### src/rtl/stream_mux_pkg.sv
// Shared constants and helpers for the N:1 streaming multiplexer.
package stream_mux_pkg;

   localparam int unsigned MODE_SEL = 0;
   localparam int unsigned MODE_RR  = 1;

   // Cyclic increment: n-1 wraps to 0.
   function automatic int unsigned inc_mod(input int unsigned idx, input int unsigned n);
      return (idx >= n - 1) ? 0 : idx + 1;
   endfunction

endpackage

### src/rtl/stream_mux_rr_arbiter.sv
// Combinational round-robin priority search starting at ptr.
module rr_arbiter
   import stream_mux_pkg::*;
#(
   parameter int unsigned NUM_CH = 4,
   parameter int unsigned SEL_W  = $clog2(NUM_CH)
) (
   input  logic [NUM_CH-1:0] req,
   input  logic [SEL_W-1:0]  ptr,
   output logic              gnt_valid,
   output logic [SEL_W-1:0]  gnt_idx
);

   int unsigned idx;

   // Walk ptr, ptr+1, ... (wrapping) and take the first requester.
   always_comb begin
      gnt_valid = 1'b0;
      gnt_idx   = '0;
      idx       = 32'(ptr);
      for (int unsigned k = 0; k < NUM_CH; k++) begin
         if (!gnt_valid && req[idx]) begin
            gnt_valid = 1'b1;
            gnt_idx   = SEL_W'(idx);
         end
         idx = inc_mod(idx, NUM_CH);
      end
   end

endmodule

### src/rtl/stream_mux_rr.sv
// N:1 valid/ready stream multiplexer with a one-entry registered output.
// in_ready depends combinationally on out_ready by design.
module stream_mux_rr
   import stream_mux_pkg::*;
#(
   parameter int unsigned WIDTH  = 32,
   parameter int unsigned NUM_CH = 4,
   parameter int unsigned SEL_W  = $clog2(NUM_CH),
   parameter int unsigned MODE   = 1
) (
   input  logic                    clk,
   input  logic                    rst_n,
   input  logic [NUM_CH-1:0]       in_valid,
   input  logic [NUM_CH*WIDTH-1:0] in_data,
   output logic [NUM_CH-1:0]       in_ready,
   input  logic [SEL_W-1:0]        sel,
   output logic                    out_valid,
   output logic [WIDTH-1:0]        out_data,
   output logic [SEL_W-1:0]        out_ch,
   input  logic                    out_ready
);

   logic             out_valid_q, out_valid_d;
   logic [WIDTH-1:0] out_data_q, out_data_d;
   logic [SEL_W-1:0] out_ch_q, out_ch_d;
   logic [SEL_W-1:0] ptr_q, ptr_d;

   logic             load_en_c;
   logic             gnt_valid_c;
   logic [SEL_W-1:0] gnt_idx_c;
   logic             xfer_c;

   generate
      if (MODE == MODE_RR) begin : g_rr
         logic unused_sel;
         assign unused_sel = ^sel;

         rr_arbiter #(
            .NUM_CH (NUM_CH),
            .SEL_W  (SEL_W)
         ) u_arb (
            .req       (in_valid),
            .ptr       (ptr_q),
            .gnt_valid (gnt_valid_c),
            .gnt_idx   (gnt_idx_c)
         );
      end else begin : g_sel
         // External select; an out-of-range sel never grants.
         always_comb begin
            gnt_valid_c = 1'b0;
            gnt_idx_c   = sel;
            if (32'(sel) < NUM_CH) begin
               gnt_valid_c = in_valid[sel];
            end
         end
      end
   endgenerate

   assign load_en_c = !out_valid_q || out_ready;
   assign xfer_c    = load_en_c && gnt_valid_c;
   assign in_ready  = (rst_n && xfer_c) ? (NUM_CH'(1) << gnt_idx_c) : '0;

   // Output register load/drain and round-robin pointer advance.
   always_comb begin
      out_valid_d = out_valid_q;
      out_data_d  = out_data_q;
      out_ch_d    = out_ch_q;
      ptr_d       = ptr_q;
      if (xfer_c) begin
         out_valid_d = 1'b1;
         out_data_d  = in_data[32'(gnt_idx_c) * WIDTH +: WIDTH];
         out_ch_d    = gnt_idx_c;
         if (MODE == MODE_RR) begin
            ptr_d = SEL_W'(inc_mod(32'(gnt_idx_c), NUM_CH));
         end
      end else if (out_valid_q && out_ready) begin
         out_valid_d = 1'b0;
      end
   end

   // State registers.
   always_ff @(posedge clk or negedge rst_n) begin
      if (!rst_n) begin
         out_valid_q <= 1'b0;
         out_data_q  <= '0;
         out_ch_q    <= '0;
         ptr_q       <= '0;
      end else begin
         out_valid_q <= out_valid_d;
         out_data_q  <= out_data_d;
         out_ch_q    <= out_ch_d;
         ptr_q       <= ptr_d;
      end
   end

   assign out_valid = out_valid_q;
   assign out_data  = out_data_q;
   assign out_ch    = out_ch_q;

endmodule

### config.mk
export PLATFORM = sky130hd
export DESIGN_NAME = stream_mux_rr
export DESIGN_NICKNAME = d
export VERILOG_FILES = /design/src/rtl/stream_mux_pkg.sv /design/src/rtl/stream_mux_rr_arbiter.sv /design/src/rtl/stream_mux_rr.sv
export SDC_FILE = /design/constraint.sdc
export NUM_CORES = 1
export LEC_CHECK = 0
export BUFFER_PORTS_ARGS = -buffer_cell sky130_fd_sc_hd__buf_4
export CAP_MARGIN = 20
export CELL_PAD_IN_SITES_DETAIL_PLACEMENT = 1
export CELL_PAD_IN_SITES_GLOBAL_PLACEMENT = 1
export CORE_ASPECT_RATIO = 0.8
export CORE_MARGIN = 4
export CORE_UTILIZATION = 28
export CTS_CLUSTER_SIZE = 40
export DETAILED_ROUTE_END_ITERATION = 7
export PLACE_DENSITY = 0.77
export SYNTH_ARGS = -nofsm -noshare
export SYNTH_HDL_FRONTEND = slang
export SYNTH_SLANG_ARGS = --single-unit
### constraint.sdc
create_clock -name clk -period 2.5 [get_ports clk]
set_input_delay 0.125 -clock clk [delete_from_list [all_inputs] [get_ports clk]]
set_output_delay 0.125 -clock clk [all_outputs]
set_load 0.02 [all_outputs]
Yosys cells after proc, flatten, opt, wreduce, memory -nomap -nowiden
Index checks and enable logic that the tools add are counted.
- equal/unequal tests: 0
- $mul: 0
- bitwise operators: 0
- $add $sub $neg: 4
- reductions and logical operators: 12
- divide/modulo/power cells: 0
- shifts and indexed selects: 2
- mux-type cells: 23
- order comparisons: 8
- operator list (cell ; number):
    128-bit by 8-bit indexed part select with 32-bit output ; 1
    32-bit by 3-bit < comparator with 1-bit output (second input constant) ; 3
    32-bit 2-to-1 mux ; 3
    32-bit by 1-bit adder with 32-bit output (second input constant) ; 2
    32-bit by 2-bit greater-or-equal comparator with 1-bit output (second input constant) ; 2
    1-bit 2-to-1 mux ; 10
    2-bit 2-to-1 mux ; 5
    1-bit binary-select mux with 2-bit select ; 4
    1-bit logical AND ; 6
    2-bit greater-or-equal comparator (second input constant) ; 2
    1-bit logical NOT ; 4
    4-bit 2-to-1 mux ; 1
    1-bit by 2-bit left shift with 4-bit output (first input constant) ; 1
    2-bit by 1-bit adder with 3-bit output (second input constant) ; 1
    2-bit by 3-bit < comparator with 1-bit output (second input constant) ; 1
    2-bit by 1-bit adder with 2-bit output (second input constant) ; 1
    2-bit nonzero test ; 1
    1-bit logical OR ; 1
- memory bits (read-only): 0
- memories kept: 0
- logic and storage cells: 53
- register bits: 37
- memory bits (writable): 0
- latch bits: 0

Longest topological paths before layout
Gate-level depths: netlist of run 1.
- depth in word-level cells: 15
- mapped depth: 11
- mapped depth without buffers: 8

By module
From an unflattened synthesis of run 1, not the netlist that was laid out.
- cell total of the unflattened synthesis: 173
- area, all modules: 2672.6 um^2
- by module, submodules not included (module ; cells each ; area each (um^2) ; instances):
    stream_mux_rr ; 132 ; 2387.3 ; 1
    rr_arbiter ; 41 ; 285.3 ; 1

Least setup slack after synthesis of run 1
Ideal clock, no wire load.
- path type: register to output
- from: register ptr_q[0]
- to: output in_ready[3]
- data required time: 2.375 ns
- data arrival time: 2.607 ns
- buffers on the path: 2
- path slack: -0.232 ns
- cell stages (with the launch flop): 10
- cells stage by stage: dfrtp_1 > ha_1 > buf_2 > xor2_1 > a211o_1 > a21o_1 > a31oi_4 > clkbuf_1 > nand2_1 > nor3b_1
- cells in the longest elaborated chain, start to end: 15
- ends and longest elaborated chain (what ; line ; RTL):
    start, declared ; stream_mux_rr.sv:26 ; logic [SEL_W-1:0] ptr_q, ptr_d;
    start signal, assigned ; stream_mux_rr.sv:92 ; ptr_q <= ptr_d;
    parallel branches: the longest is 14 deep, another holds 32-bit by 1-bit adder with 32-bit output ; n/a ;
    4-bit 2-to-1 mux (*) ; stream_mux_rr.sv:61 ; assign in_ready = (rst_n && xfer_c) ? (NUM_CH'(1) << gnt_idx_c) : '0;
    end, declared ; stream_mux_rr.sv:15 ; output logic [NUM_CH-1:0] in_ready,
Every way passes the cells marked *. The select of a mux whose other input is x is not followed.

Final worst setup path of run 1
- from: register ptr_q[0]
- to: output in_ready[2]
Same word-level chain as after synthesis.

==> results of run 1 <==
[layer usage]
| layer | part of all wire [%] | wire (µm) | GRT usage [%] | vias to the layer above |
|---|---|---|---|---|
| met3 | 8.6 | 1680 | 4.69 | 35 |
| met5 | 0 | 0 | 0 | - |
| met2 | 49 | 9500 | 39.1 | 243 |
| li1 | - | - | - | 2023 |
| met1 | 40 | 7820 | 33.1 | 2275 |
| met4 | 2.3 | 456 | 4.95 | 0 |
[cells in the final DEF, fill, tap and decap left out, types with 2 or more instances in the layout]
cell type / count
buf_12: 11
a21oi_2: 3
o21ai_0: 3
buf_4: 222
a31oi_4: 9
buf_16: 2
nand3_1: 32
nor2_1: 99
inv_1: 4
dfrtp_1: 37
mux2i_1: 2
nand3_2: 2
buf_6: 14
buf_8: 2
clkbuf_16: 10
nor3b_4: 6
o32ai_2: 14
mux2i_4: 2
a221oi_4: 5
a211oi_4: 2
a221oi_2: 9
a31oi_1: 23
mux2_4: 4
o32ai_1: 18
nand2_1: 2
a31oi_2: 2
nor3b_1: 16
nor3b_2: 12
nand3b_1: 2
a221oi_1: 18
nor3_4: 2
nor2_2: 2
a21oi_4: 2
mux2_2: 2
[stage by stage]
step	util, %	TNS (ps)	hold slack, ps
3_5_place_dp	45.4	-10990	-16.1
2_1_floorplan	-	0	-171
6_report	56.5	-6470	124
3_3_place_gp	45.4	-7880	-17.9
4_1_cts	49.7	-4610	128
5_1_grt	56.5	-9860	130
[final timing paths]
| kind | endpoint | start | slack [ps] |
|---|---|---|---|
| max reg2reg | out_data[17] | ptr_q[0] | -250 |
| max in group asynchronous | out_data[6] | rst_n | 1550 |
| min in group asynchronous | ptr_q[1] | rst_n | 250 |
| min reg2reg | out_ch[0] | out_ch[0] | 560 |
| min | out_data[29] | in_data[61] | 120 |
| max | in_ready[2] | ptr_q[0] | -250 |
[worst max-delay path, cell delays in order (launching register included)]
cell,delay [ps]
dfrtp_1,430
ha_4,300
buf_6,130
xor2_2,140
a211o_1,310
a21o_4,260
a31oi_4,190
buf_6,170
buf_6,110
and3_4,190
buf_6,110
[layout make-up]
type                       instances  area (µm²)  share of cell area [%]
inverter                           5        21.3                   0.338
timing repair buffer             257        2260                    36.0
clock inverter                     1        5.00                  0.0795
multi-input combinational        324        2770                    44.1
sequential                        37         926                    14.7
clock buffer                       5         125                    1.99
tap                              144         180                    2.86
[cells by family after synthesis]
family / synth area share, %
muxes: 3.68
adders and majority gates: 0.766
DFF: 28.3
buffers and inverters: 8.66
AOI/OAI and AO/OA: 29.6
xor gates and xnor gates: 0.536
and+or+nand+nor: 28.5
[repair_timing]
action,4_1_cts,5_1_grt
setup endpoints to repair,40,39
hold buffers,1,0
setup buffers,11,20
resized for setup,39,77
cloned,3,6
endpoints found under the hold margin,8,0
pin swaps,14,30
[flip-flops by register name (all words and copies together), names as in the netlist]
register / cells
out_data: 32
out_ch: 2
ptr_q: 2
out_valid: 1
[power by group]
| group | internal (mW) | total [mW] | switching (mW) | leakage, nW |
|---|---|---|---|---|
| Sequential | 0.898 | 1.08 | 0.185 | 0.463 |
| Clock | 0.358 | 0.622 | 0.264 | 0.0655 |
| Combinational | 4.35 | 9.22 | 4.87 | 2.26 |
| Total | 5.60 | 10.9 | 5.32 | 2.78 |
==> flow_summary.yaml, run 1 <==
critical_path:
  cp-end-kind: "primary output"
  critPathArrivalTime_ps: 2620
  path_class: "reg -> out"
  cp.required_ps: 2380
  rr_worst_depth: 10
  cp-start-kind: "flop"
  cp_max_fo: 6
yosys:
  yosysMostFrequentCell: "nor2_1"
  yosys.area.top_type: "dfrtp_1"
  synth_seq_cells: 37
  synthArstFlopShare_pct: 100
  synth-edff-count: 0
  synth_area_per_cell_um2: 7.89
  synthDistinctLibCells: 49
  synthFlopType: "dfrtp_1"
  syn-instance-count: 414
  synth_common_cells: "nor2_1 (101), dfrtp_1 (37), nor3b_1 (34)"
  yosys.area.top_type_share_pct: 28.3
  synth_fp_nets: 553
  yosys_warnings: 0
  yosysSeqAreaShare_pct: 28.3
  synth_area_leaders: "dfrtp_1 (28%), nor2_1 (12%), a221oi_1 (8.6%), o32ai_1 (8.6%), nor3b_1 (7.8%)"
  syn_area_um2: 3270
detailed_routing:
  dr.pass1.iters: 4
  routedWlPerCell_um: 25.2
  num_vias: 4576
  antenna_left: 0
  routed_wl_um: 19500
  via_per_inst: 5.92
  drc: 0
  drt-initial-drc-count: 315
pwr:
  p_total_mw: 10.9
  irDropWorstVdd_v: 0.000855
  power_density_nw_per_um2: 1730
  leakagePower_nw: 2.78
layout:
  nFillCells: 1260
  finalNonFillerCells: 773
  fin_nets: 769
  syn_to_final_growth_pct: 92.7
  drive_gt1_share_pct: 56.4
  antenna_cells: 0
  final_cell_area_um2: 6300
clock_tree:
  cts_sinks: 37
  clock_latency_ps: 280
  cts.clk_slew.worst_paths_ps: 60
  cts-root-buf: "clkbuf_16"
  cts_buffer_depth: 2
  cts_max_level: 2
  cts_tree: "built"
  cts_buffers: 5
floorplan:
  start_util_pct: 29.3
  fp.dieW_um: 129
  core_um2: 11100
  die-area_um2: 13500
  rows: 34
  ios: 176
  fp.dieH_um: 105
grt:
  antenna_found_initial: 0
  grt_pass1_vias: 4748
  overflow: 0
  grt_max_degree: 33
  grt_pass1_wl_um: 26100
  grtUsageTotal_pct: 24.0
place:
  pre_cts_ws_ps: -364
  hpwl_um: 11400
  gp_congestion: 0.867
  dp_cells: 727
  place_area_um2: 5060
  portBuffers: 173
timing:
  finalHoldViolCount: 0
  min_period_ps: 2750
  tightest_slew_ps: 984
  fmax_mhz: 364
  setup_violations: 39
  slew_violations: 0
  finClkSkew_ps: 7.02
  rsz0062_at_grt: "true"
  setup_ws_ps: -249
  relSlewSlack_pct: 34.3
  timing.final.crit_share_pct: 110
hold_path:
  hp-class: "in -> reg"
  worstHoldPathCells: 3
run_status:
  violations: "setup timing"
  outcome: "finished, violations left"
flow_run:
  cap_violations: 0
Note: power is estimated with default switching activity, not from simulation.
==> run 2, diff against run 1 <==
Settings changed: TNS_END_PERCENT set to 20.
==> run 2 against run 1 <==
Net effect: the run still ends with setup timing left; non-clock buffer count decreased by 8; total power down 5.3%; core utilization down 2.1 points; final area decreased by 3.8%; critical path type unchanged; critical endpoint is now in_ready[3]; highest routed layer unchanged.
==> flow_summary.yaml, run 2 (synthesized netlist as in run 1, its figures left out) <==
floorplan:
  die-area_um2: 13500
  core_um2: 11100
  start_util_pct: 29.3
  ios: 176
  fp.dieW_um: 129
  fp.dieH_um: 105
  rows: 34
clock_tree:
  cts.clk_slew.worst_paths_ps: 60
  clock_latency_ps: 280
  cts_buffers: 5
  cts_buffer_depth: 2
  cts_max_level: 2
  cts_tree: "built"
  cts_sinks: 37
  cts-root-buf: "clkbuf_16"
timing:
  slew_violations: 0
  finalHoldViolCount: 0
  finClkSkew_ps: 6.46
  tightest_slew_ps: 1000
  setup_ws_ps: -234
  fmax_mhz: 366
  timing.final.crit_share_pct: 109
  holdWs_ps: 112
  rsz0062_at_grt: "true"
  min_period_ps: 2730
  relSlewSlack_pct: 33.2
  setup_violations: 38
grt:
  grtUsageTotal_pct: 24.1
  grt_max_degree: 33
  grt_pass1_wl_um: 26100
  grt_pass1_vias: 4740
  antenna_found_initial: 0
  overflow: 0
layout:
  mostFrequentLayoutCells: "buf_4 (212), nor2_1 (95), dfrtp_1 (37)"
  syn_to_final_growth_pct: 85.5
  final_util_pct: 54.4
  final_common_cell: "buf_4"
  finalNonFillerCells: 765
  antenna_cells: 0
  drive_gt1_share_pct: 54.4
  final_cell_area_um2: 6060
  largest_reg_flops: 32
  fin_nets: 761
critical_path:
  cp-start-kind: "flop"
  critPathLaunch: "ptr_q[0]"
  path_class: "reg -> out"
  cp.required_ps: 2380
  cp-end-kind: "primary output"
  cp_max_fo: 7
  regToRegStartpoint: "ptr_q[0]"
  critPathArrivalTime_ps: 2610
pwr:
  power_density_nw_per_um2: 1710
  irDropWorstVdd_v: 0.000654
  leakagePower_nw: 2.68
place:
  dp_cells: 727
  hpwl_um: 11400
  gp_congestion: 0.867
  pre_cts_ws_ps: -364
  place_area_um2: 5060
  portBuffers: 173
flow_run:
  cap_violations: 0
detailed_routing:
  dr.pass1.iters: 4
  drt-initial-drc-count: 375
  routedWlPerCell_um: 24.2
  drc: 0
  routed_wl_um: 18500
  via_per_inst: 5.94
  num_vias: 4547
  antenna_left: 0
run_status:
  outcome: "finished, violations left"
  violations: "setup timing"
hold_path:
  min-delay-start: "in_data[34]"
  hp-class: "in -> reg"
==> run 2: cell types whose count changed in the layout (fill, tap and decap cells not counted), sizes merged <==
cell | before | now
clkbuf | 10 | 8
buf | 251 | 245
==> run 2: power breakdown <==
part | switching (mW) | total [mW] | internal [mW]
Combinational | 4.59 | 8.65 | 4.06
Clock | 0.261 | 0.619 | 0.357
Sequential | 0.174 | 1.07 | 0.898
==> run 2: metrics by stage <==
step	TNS (ps)	power (mW)
after CTS	-4610	8.92
final	-5230	10.3
after global placement	-7880	7.15
after detailed placement	-10990	7.34
after global routing	-9330	10.9
after floorplan	0	4.98
==> run 2: per-layer routing <==
metal,vias up,wire (µm),track usage [%]
li1,2008,-,-
met1,2245,7420,33.1
met2,257,8980,39.4
met3,37,1690,4.79
met4,0,452,4.65
met5,-,0,0
==> run 2: worst paths after layout <==
check	end	slack, ps	cells past startpoint
setup / recovery	in_ready[3]	-230	9
hold / removal	out_data[2]	110	3
setup reg to reg	out_data[9]	-220	13
hold reg to reg	out_ch[1]	560	2
max in group asynchronous	out_data[13]	1540	3
min in group asynchronous	out_data[26]	250	2
==> run 2: critical path, cell delays in order (launching register included) <==
cell,delay (ps)
dfrtp_1,420
ha_4,340
mux2_4,340
mux2i_4,240
nand3_2,150
o211ai_4,290
inv_4,80
buf_12,150
nor3b_4,190
buf_6,140
==> run 2: what timing repair did <==
action | 4_1_cts | 5_1_grt
resized for setup | 39 | 63
pin swaps | 14 | 20
buffers inserted | 11 | 14
endpoints found under the hold margin | 8 | 0
hold buffers | 1 | 0
setup endpoints to repair | 40 | 39
gates cloned | 3 | 4
==> run 2: final cells by class <==
cell class              count  area [µm²]
fillers                  1277        5090
multi-input cells         324        2620
repair buffers            249        2180
flip-flops and latches     37         926
well taps                 144         180
clock buffers               5         125
inverters                   5        21.3
clock inverters             1        5.00
==> run 3, diff against run 2 <==
Settings changed: CELL_PAD_IN_SITES_DETAIL_PLACEMENT 1 to not set, CELL_PAD_IN_SITES_GLOBAL_PLACEMENT 1 to not set, CORE_UTILIZATION 28 to 41, PLACE_DENSITY 0.77 to 0.85.
==> run 3 against run 2 <==
Net effect: the flow still finishes with violations (setup timing); first-iteration DRC count grew 21%; clock skew shrank 1.9 ps; via count is essentially flat; core utilization grew 21 points; critical path depth grew 1; fmax is essentially flat; highest routed layer unchanged; sequential power is essentially flat; hold slack lost 12 ps; total power shrank 9.3%.
==> flow_summary.yaml, run 3 (synthesized netlist as in run 1, its figures left out) <==
layout:
  multi_input_area_um2: 2560
  syn_to_final_growth_pct: 74.5
  finalNonFillerCells: 710
  nFillCells: 544
  final_util_pct: 75.3
  fin_nets: 743
  antenna_cells: 0
  mostFrequentLayoutCells: "buf_4 (205), nor2_1 (88), dfrtp_1 (37)"
  final_common_cell: "buf_4"
  largest_reg_flops: 32
  drive_gt1_share_pct: 53.4
  area.sequential_um2: 926
  final_cell_area_um2: 5700
timing:
  finalHoldViolCount: 0
  fmax_mhz: 366
  timing.final.crit_share_pct: 109
  tightest_slew_ps: 943
  rsz0062_at_grt: "true"
  slew_violations: 0
  tns_ps: -4440
  relSlewSlack_pct: 37.0
  finClkSkew_ps: 4.60
  min_period_ps: 2730
  setup_ws_ps: -234
  setup_violations: 38
critical_path:
  cp_slowest_cell: "dfrtp_1"
  cp-end-kind: "primary output"
  rr_worst_depth: 10
  cp_common_cell: "buf_6"
  path_class: "reg -> out"
  r2r_slack_ps: -190
  max_stage_delay_ps: 430
  cp_cell_sequence: "ha_4 -> mux2_4 -> buf_4 -> a31oi_4 -> and2_4 -> o211ai_4 -> buf_6 -> buf_12 -> nor3_4 -> buf_6"
  cp.required_ps: 2380
  cp_max_fo: 12
  cp-start-kind: "flop"
  critPathArrivalTime_ps: 2610
grt:
  grt_pass1_vias: 4573
  antenna_found_initial: 0
  grt_max_degree: 43
  overflow: 0
  grt_pass1_wl_um: 22500
  grtUsageTotal_pct: 29.8
floorplan:
  fp.dieW_um: 108
  core_um2: 7570
  ios: 176
  start_util_pct: 43.2
  fp.dieH_um: 87.8
  die-area_um2: 9470
  rows: 28
clock_tree:
  cts.clk_slew.worst_paths_ps: 80
  cts_sinks: 37
  cts_buffers: 5
  cts_tree: "built"
  cts_max_level: 2
  clock_latency_ps: 290
  cts-root-buf: "clkbuf_8"
  cts_buffer_depth: 2
detailed_routing:
  antenna_left: 0
  routedWlPerCell_um: 21.2
  dr.pass1.iters: 5
  drc: 0
  drt-initial-drc-count: 453
  num_vias: 4543
  via_per_inst: 6.40
  routed_wl_um: 15000
place:
  pre_cts_ws_ps: -343
  place_area_um2: 4890
  gp_congestion: 0.915
  portBuffers: 173
  hpwl_um: 9600
  dp_cells: 680
flow_run:
  cap_violations: 0
pwr:
  leakagePower_nw: 2.53
  power_density_nw_per_um2: 1650
  irDropWorstVdd_v: 0.00103
hold_path:
  worstHoldPathCells: 3
  hp-class: "in -> reg"
run_status:
  violations: "setup timing"
  outcome: "finished, violations left"
## run 3: cell count changes in the layout (fill, tap and decap cells not counted), sizes merged
cell / before / now
buf: 245 / 229
bufinv: 0 / 1
clkinv: 1 / 0
## run 3: power breakdown
group	switching [mW]	total (mW)	internal (mW)
Clock	0.233	0.559	0.326
Combinational	4.19	7.76	3.57
Sequential	0.167	1.06	0.896
Total	4.59	9.38	4.79
## run 3: final cells by class
class | count | share of cell area (%)
multi-input cells | 324 | 44.9
repair buffers | 231 | 34.1
flip-flops and latches | 37 | 16.2
well taps | 105 | 2.31
clock buffers | 7 | 1.51
clock inverters | 1 | 0.527
inverters | 5 | 0.329
## run 3: through the flow
stage | total power, mW | hold slack (ps)
6_report | 9.38 | 99.5
4_1_cts | 8.45 | 104
3_5_place_dp | 6.94 | 142
2_1_floorplan | 4.98 | -171
5_1_grt | 9.87 | 96.9
3_3_place_gp | 6.77 | 141
## run 3: worst paths after layout
path / startpoint / end
max in group asynchronous: rst_n / out_data[2]
max reg2reg: ptr_q[1] / out_data[30]
max: ptr_q[1] / in_ready[0]
min in group asynchronous: rst_n / out_data[31]
min: in_data[63] / out_data[31]
min reg2reg: out_ch[0] / out_ch[0]
## run 3: routing by layer
| layer | GRT usage, % | vias up | wire length [µm] |
|---|---|---|---|
| li1 | - | 1977 | - |
| met1 | 37.0 | 2174 | 5550 |
| met2 | 50.9 | 346 | 7310 |
| met3 | 6.56 | 46 | 1750 |
| met4 | 11.9 | 0 | 410 |
| met5 | 0 | - | 0 |
## run 3: timing repair
item	in CTS	in global routing
cloned	2	2
endpoints found under the hold margin	37	0
hold buffers	2	0
resized for setup	43	52
setup buffers	11	5
setup endpoints to repair	39	38
pin swaps	13	12
## run 3: worst max-delay path, delay by kind of cell (launching register included)
family / cells / cell delay (ps)
buffers and inverters: 4 / 590
flip-flops: 1 / 430
AND/OR/NAND/NOR: 2 / 370
adder cells (fa/ha/maj): 1 / 350
multiplexers: 1 / 330
AO/OA/AOI/OAI: 2 / 240
